File: src/rtl/alu_flag_register.sv
// -----------------------------------------------------------------------------
// alu_flag_register
//
// Status-capture stage that sits after the ALU flag detector. It holds one ALU
// result (carry in the MSB) and its flag vector in a one-entry valid/ready
// buffer. It ORs the flags of every accepted entry into a sticky register and
// counts accepted entries. It also evaluates a condition code against the held
// flags for the branch/display logic that follows.
//
// Ports
//   clk         in   rising-edge clock
//   rst_n       in   asynchronous active-low reset
//   in_valid    in   producer offers resultado/flags_in
//   in_ready    out  stage can accept this cycle
//   resultado   in   [N:0]  ALU result, bit N = carry-out
//   flags_in    in   [3:0]  {N, V, C, Z}
//   out_valid   out  held entry is valid
//   out_ready   in   consumer takes the held entry
//   result_q    out  [N:0]  held result
//   flags_q     out  [3:0]  held flags, same bit map as flags_in
//   sticky_q    out  [3:0]  OR of the flags of all accepted entries since clear
//   clr_sticky  in   synchronous clear of sticky_q
//   cond        in   [3:0]  condition code (EQ..NV)
//   cond_true   out  condition evaluated on the held flags, 0 when empty
//   op_count    out  [CNT_W-1:0] accepted entries, modulo 2^CNT_W
// -----------------------------------------------------------------------------
module alu_flag_register #(
  parameter int N     = 4,
  parameter int CNT_W = 8
) (
  input  logic             clk,
  input  logic             rst_n,
  input  logic             in_valid,
  output logic             in_ready,
  input  logic [N:0]       resultado,
  input  logic [3:0]       flags_in,
  output logic             out_valid,
  input  logic             out_ready,
  output logic [N:0]       result_q,
  output logic [3:0]       flags_q,
  output logic [3:0]       sticky_q,
  input  logic             clr_sticky,
  input  logic [3:0]       cond,
  output logic             cond_true,
  output logic [CNT_W-1:0] op_count
);

  typedef enum logic {
    EMPTY = 1'b0,
    FULL  = 1'b1
  } state_e;

  // Flag bit positions inside flags_in / flags_q / sticky_q.
  localparam int FLAG_Z = 0;
  localparam int FLAG_C = 1;
  localparam int FLAG_V = 2;
  localparam int FLAG_N = 3;

  state_e           state_q, state_d;
  logic [N:0]       result_d;
  logic [3:0]       flags_d;
  logic [3:0]       sticky_d;
  logic [CNT_W-1:0] op_count_q, op_count_d;
  logic             accept;
  logic             cond_hit;

  // ---------------------------------------------------------------------------
  // State register and datapath registers
  // ---------------------------------------------------------------------------
  // NOTE: every register here, data included, is reset because the reset values
  // of result_q/flags_q/sticky_q/op_count are visible outputs, not don't-cares.
  always_ff @(posedge clk or negedge rst_n) begin
    if (!rst_n) begin
      state_q    <= EMPTY;
      result_q   <= '0;
      flags_q    <= '0;
      sticky_q   <= '0;
      op_count_q <= '0;
    end else begin
      // NOTE: non-blocking assignments so every register samples pre-edge values.
      state_q    <= state_d;
      result_q   <= result_d;
      flags_q    <= flags_d;
      sticky_q   <= sticky_d;
      op_count_q <= op_count_d;
    end
  end

  // ---------------------------------------------------------------------------
  // Next-state logic
  // ---------------------------------------------------------------------------
  always_comb begin
    // NOTE: default assignment first, so no path leaves state_d unassigned
    // and no latch is inferred.
    state_d = state_q;
    unique case (state_q)
      EMPTY: if (in_valid) state_d = FULL;
      // FULL with out_ready and in_valid stays FULL (back-to-back refill).
      FULL:  if (out_ready && !in_valid) state_d = EMPTY;
      default: state_d = EMPTY;
    endcase
  end

  // ---------------------------------------------------------------------------
  // Handshake outputs
  // ---------------------------------------------------------------------------
  // In FULL, space opens in the same cycle the consumer drains the entry, which
  // gives one entry per cycle without a bubble.
  always_comb begin
    in_ready  = 1'b1;
    out_valid = 1'b0;
    unique case (state_q)
      EMPTY: begin
        in_ready  = 1'b1;
        out_valid = 1'b0;
      end
      FULL: begin
        in_ready  = out_ready;
        out_valid = 1'b1;
      end
      default: begin
        in_ready  = 1'b1;
        out_valid = 1'b0;
      end
    endcase
  end

  assign accept = in_valid & in_ready;

  // ---------------------------------------------------------------------------
  // Datapath next values
  // ---------------------------------------------------------------------------
  always_comb begin
    result_d   = result_q;
    flags_d    = flags_q;
    sticky_d   = sticky_q;
    op_count_d = op_count_q;

    // The clear is applied before the OR, so a clear during an accept leaves
    // only the new entry's flags.
    if (clr_sticky) sticky_d = '0;

    if (accept) begin
      result_d   = resultado;
      flags_d    = flags_in;
      sticky_d   = sticky_d | flags_in;
      op_count_d = op_count_q + 1'b1;  // wraps naturally at 2^CNT_W
    end
  end

  assign op_count = op_count_q;

  // ---------------------------------------------------------------------------
  // Condition-code evaluation on the held flags
  // ---------------------------------------------------------------------------
  always_comb begin
    logic z, c, v, n;
    z = flags_q[FLAG_Z];
    c = flags_q[FLAG_C];
    v = flags_q[FLAG_V];
    n = flags_q[FLAG_N];

    cond_hit = 1'b0;
    case (cond)
      4'd0:  cond_hit = z;                   // EQ
      4'd1:  cond_hit = !z;                  // NE
      4'd2:  cond_hit = c;                   // CS
      4'd3:  cond_hit = !c;                  // CC
      4'd4:  cond_hit = n;                   // MI
      4'd5:  cond_hit = !n;                  // PL
      4'd6:  cond_hit = v;                   // VS
      4'd7:  cond_hit = !v;                  // VC
      4'd8:  cond_hit = c && !z;             // HI
      4'd9:  cond_hit = !c || z;             // LS
      4'd10: cond_hit = (n == v);            // GE
      4'd11: cond_hit = (n != v);            // LT
      4'd12: cond_hit = !z && (n == v);      // GT
      4'd13: cond_hit = z || (n != v);       // LE
      4'd14: cond_hit = 1'b1;                // AL
      4'd15: cond_hit = 1'b0;                // NV
      default: cond_hit = 1'b0;
    endcase
  end

  // The held flags are stale once drained, so the result is masked when empty.
  assign cond_true = out_valid & cond_hit;

endmodule
File: config.mk
export PLATFORM = sky130hd
export DESIGN_NAME = alu_flag_register
export DESIGN_NICKNAME = d
export VERILOG_FILES = /design/src/rtl/alu_flag_register.sv
export SDC_FILE = /design/constraint.sdc
export NUM_CORES = 1
export LEC_CHECK = 0
export CAP_MARGIN = 0
export CORE_UTILIZATION = 35
export DETAILED_ROUTE_END_ITERATION = 8
export PLACE_DENSITY = 0.7
export SLEW_MARGIN = 20
export SYNTH_ARGS = -nofsm -noshare
export SYNTH_HDL_FRONTEND = slang
export SYNTH_SLANG_ARGS = --single-unit
File: constraint.sdc
create_clock -name clk -period 3.16 [get_ports clk]
set_clock_uncertainty 0.1 [all_clocks]
set_input_delay 0.474 -clock clk [delete_from_list [all_inputs] [get_ports clk]]
set_output_delay 0.474 -clock clk [all_outputs]
set_load 0.01 [all_outputs]
==> results of run 1 <==
## power by group through the flow
stage	Combinational, mW	Clock [mW]	Sequential, mW
after floorplan	0.0933	0	0.421
after global placement	0.280	0	0.402
after detailed placement	0.286	0	0.403
after CTS	0.287	0.159	0.397
after global routing	0.309	0.168	0.405
final	0.283	0.151	0.396
## final cells by class
cell class / instances / area (um2) / share of cell area, %
Clock buffer: 4 / 36.3 / 2.47
Inverter: 4 / 15.0 / 1.02
Sequential cell: 22 / 551 / 37.4
Timing Repair Buffer: 41 / 410 / 27.9
Tap cell: 31 / 38.8 / 2.64
Multi-Input combinational cell: 73 / 420 / 28.6
## cells by family (layout without fill, tap and decap cells)
logic type                 count (synthesis)  after routing  share of synthesized area (%)
DFF                                       22             22                           55.1
xor gates and xnor gates                   9              9                           7.89
and+or+nand+nor                           52             52                           25.8
muxes                                      1              1                           1.00
AOI/OAI and AO/OA                         10             10                           6.13
adders and majority gates                  1              1                           1.25
buffers and inverters                      7             49                           2.88
## final timing paths
| kind | endpoint | slack (ps) | cells past startpoint |
|---|---|---|---|
| max | cond_true | 160 | 6 |
| min | op_count[7] | 370 | 1 |
| max reg2reg | op_count[7] | 1500 | 4 |
| min reg2reg | op_count[7] | 370 | 1 |
| max in group asynchronous | result_q[1] | 1810 | 1 |
| min in group asynchronous | op_count[7] | 580 | 1 |
## sequential cells by signal, indices dropped and copies added (netlist names)
name / cells
state_q: 1
result_q: 5
sticky_q: 4
flags_q: 4
op_count: 8
## cells in the final DEF (no fill, tap or decap), types with 2 or more instances in the layout
| cell type | instances |
|---|---|
| and3_1 | 3 |
| clkdlybuf4s50_1 | 41 |
| xnor2_1 | 8 |
| clkbuf_4 | 3 |
| inv_1 | 4 |
| o21ai_0 | 5 |
| nand4_1 | 3 |
| nand3_1 | 2 |
| nand2b_1 | 2 |
| dfrtp_1 | 22 |
| nand2_1 | 33 |
| nor4b_1 | 2 |
## per-layer routing
layer / routed length, um / global-route usage [%] / vias to the layer above
li1: - / - / 422
met1: 1030 / 19.7 / 390
met2: 974 / 26.3 / 35
met3: 148 / 4.45 / 2
met4: 14 / 4.29 / 0
met5: 0 / 0 / -
## metrics by stage
| stage | hold slack [ps] | util, % |
|---|---|---|
| 5_1_grt | 408 | 53.8 |
| 3_5_place_dp | 363 | 52.5 |
| 3_3_place_gp | 357 | 52.5 |
| 6_report | 372 | 53.8 |
| 4_1_cts | 380 | 53.8 |
| 2_1_floorplan | 78.4 | - |
==> results.json, run 1 <==
{
  "slew_violations": 0,
  "num_antenna_cells": 0,
  "ctsHoldBuffers": 0,
  "avgViaCountPerCell": 4.85,
  "cts_sinks": 22,
  "yosys_warnings": 0,
  "ios": 42,
  "start_kind": "primary input",
  "htreeDepth": 1,
  "placed_area_um2": 1440,
  "setup_violations": 0,
  "cp-end-kind": "primary output",
  "switchingPower_uw": 251,
  "synth.largest_area_cell": "dfrtp_1",
  "cellPowerDensity_nw_per_um2": 564,
  "power_leakage_nw": 0.668,
  "die_h_um": 55.4,
  "finalPower_uw": 829,
  "status": "complete, no violations",
  "antenna_found_initial": 0,
  "fin_crit_sh_pct": 94.8,
  "async_flop_share_pct": 100,
  "finalWorstSetupSlack_ps": 164,
  "period_needed_ps": 3000,
  "grt_max_degree": 23,
  "grt_pass1_vias": 861,
  "rsz0062_at_grt": "false",
  "drc": 0,
  "worst_pin_slew_ps": 934,
  "crit_top_cell": "clkdlybuf4s50_1",
  "drtIter0Drc": 16,
  "start_util_pct": 36.6,
  "die_w_um": 55.4,
  "synth_top_area_share_pct": 55.1,
  "setup_tns_ps": 0,
  "clock_latency_ps": 300,
  "ant_nets": 0,
  "place_congestion": 0.875,
  "drv_cap": 0,
  "synth_enable_flop_cells": 0,
  "grt_overflow_total": 0,
  "crit_family": "buffers and inverters",
  "min-delay-start": "op_count[7]",
  "wl_per_cell_um": 12.4,
  "post_cts_buffers": 0,
  "hold_class": "reg2reg",
  "cts_buffer_depth": 2,
  "dp_hpwl_um": 1620,
  "dpl.cell_count": 171,
  "slowest_delay_ps": 590,
  "critPathKind": "in2out",
  "combPwrFrac_pct": 34.1,
  "syn_nets": 121,
  "fin_area_um2": 1470,
  "cp.buffers_inverters": 2,
  "yosys_most_used_dff": "dfrtp_1",
  "first_pass_iters": 4,
  "ys_types": 27,
  "slew_headroom_pct": 37.5,
  "cp_max_fo": 7,
  "placementRows": 19,
  "core_area_um2": 2730,
  "vias": 849,
  "avgSynthCellArea_um2": 9.80,
  "ys_top_cells_by_count": "nand2_1 (33), dfrtp_1 (22), xnor2_1 (8)",
  "path_clk_slew_ps": 120,
  "grt_pass1_wl_um": 3860,
  "synth_area_um2": 1000,
  "cpMaxStageDelayCell": "clkdlybuf4s50_1",
  "cts_made_buffers": 3,
  "synth.most_common_cell": "nand2_1",
  "cts_root_buf": "clkbuf_4",
  "grt_usage_pct": 15.6,
  "drive_above_1_share_pct": 3.47,
  "synth_area_leaders": "dfrtp_1 (55%), nand2_1 (12%), xnor2_1 (7.0%)",
  "fillers": 251,
  "wirelength_um": 2170,
  "die-area_um2": 3070,
  "place_ws_ps": 178,
  "pwr-share-seq_pct": 47.7,
  "stdcell_count": 175,
  "synthToLayoutAreaGrowth_pct": 47.2,
  "crit_chain": "clkdlybuf4s50_1 > and3b_1 > a2111oi_0 > o31ai_1 > nand3_1 > clkdlybuf4s50_1",
  "cp.required_ps": 2590,
  "hold_viol": 0,
  "r2r-start": "state_q",
  "worstPathArrival_ps": 2420,
  "intPower_uw": 578,
  "ys_seq_area_share_pct": 55.1,
  "num-nets-final": 164,
  "port-buffer-count": 41,
  "cts_tree": "done",
  "synth-seq-cells": 22,
  "max_freq_mhz": 334,
  "cts_resized": 0,
  "pwr-share-clk_pct": 18.2,
  "irDropWorstVdd_uv": 343,
  "syn-instance-count": 102,
  "crit_start": "cond[1]",
  "swShare_pct": 30.3
}
(Power assumes the default switching activity.)
==> run 2, diff against run 1 <==
- SLEW_MARGIN: 20 -> 10
==> results of run 2 <==
Final layout, timing and power as in run 1 (identical DEF).
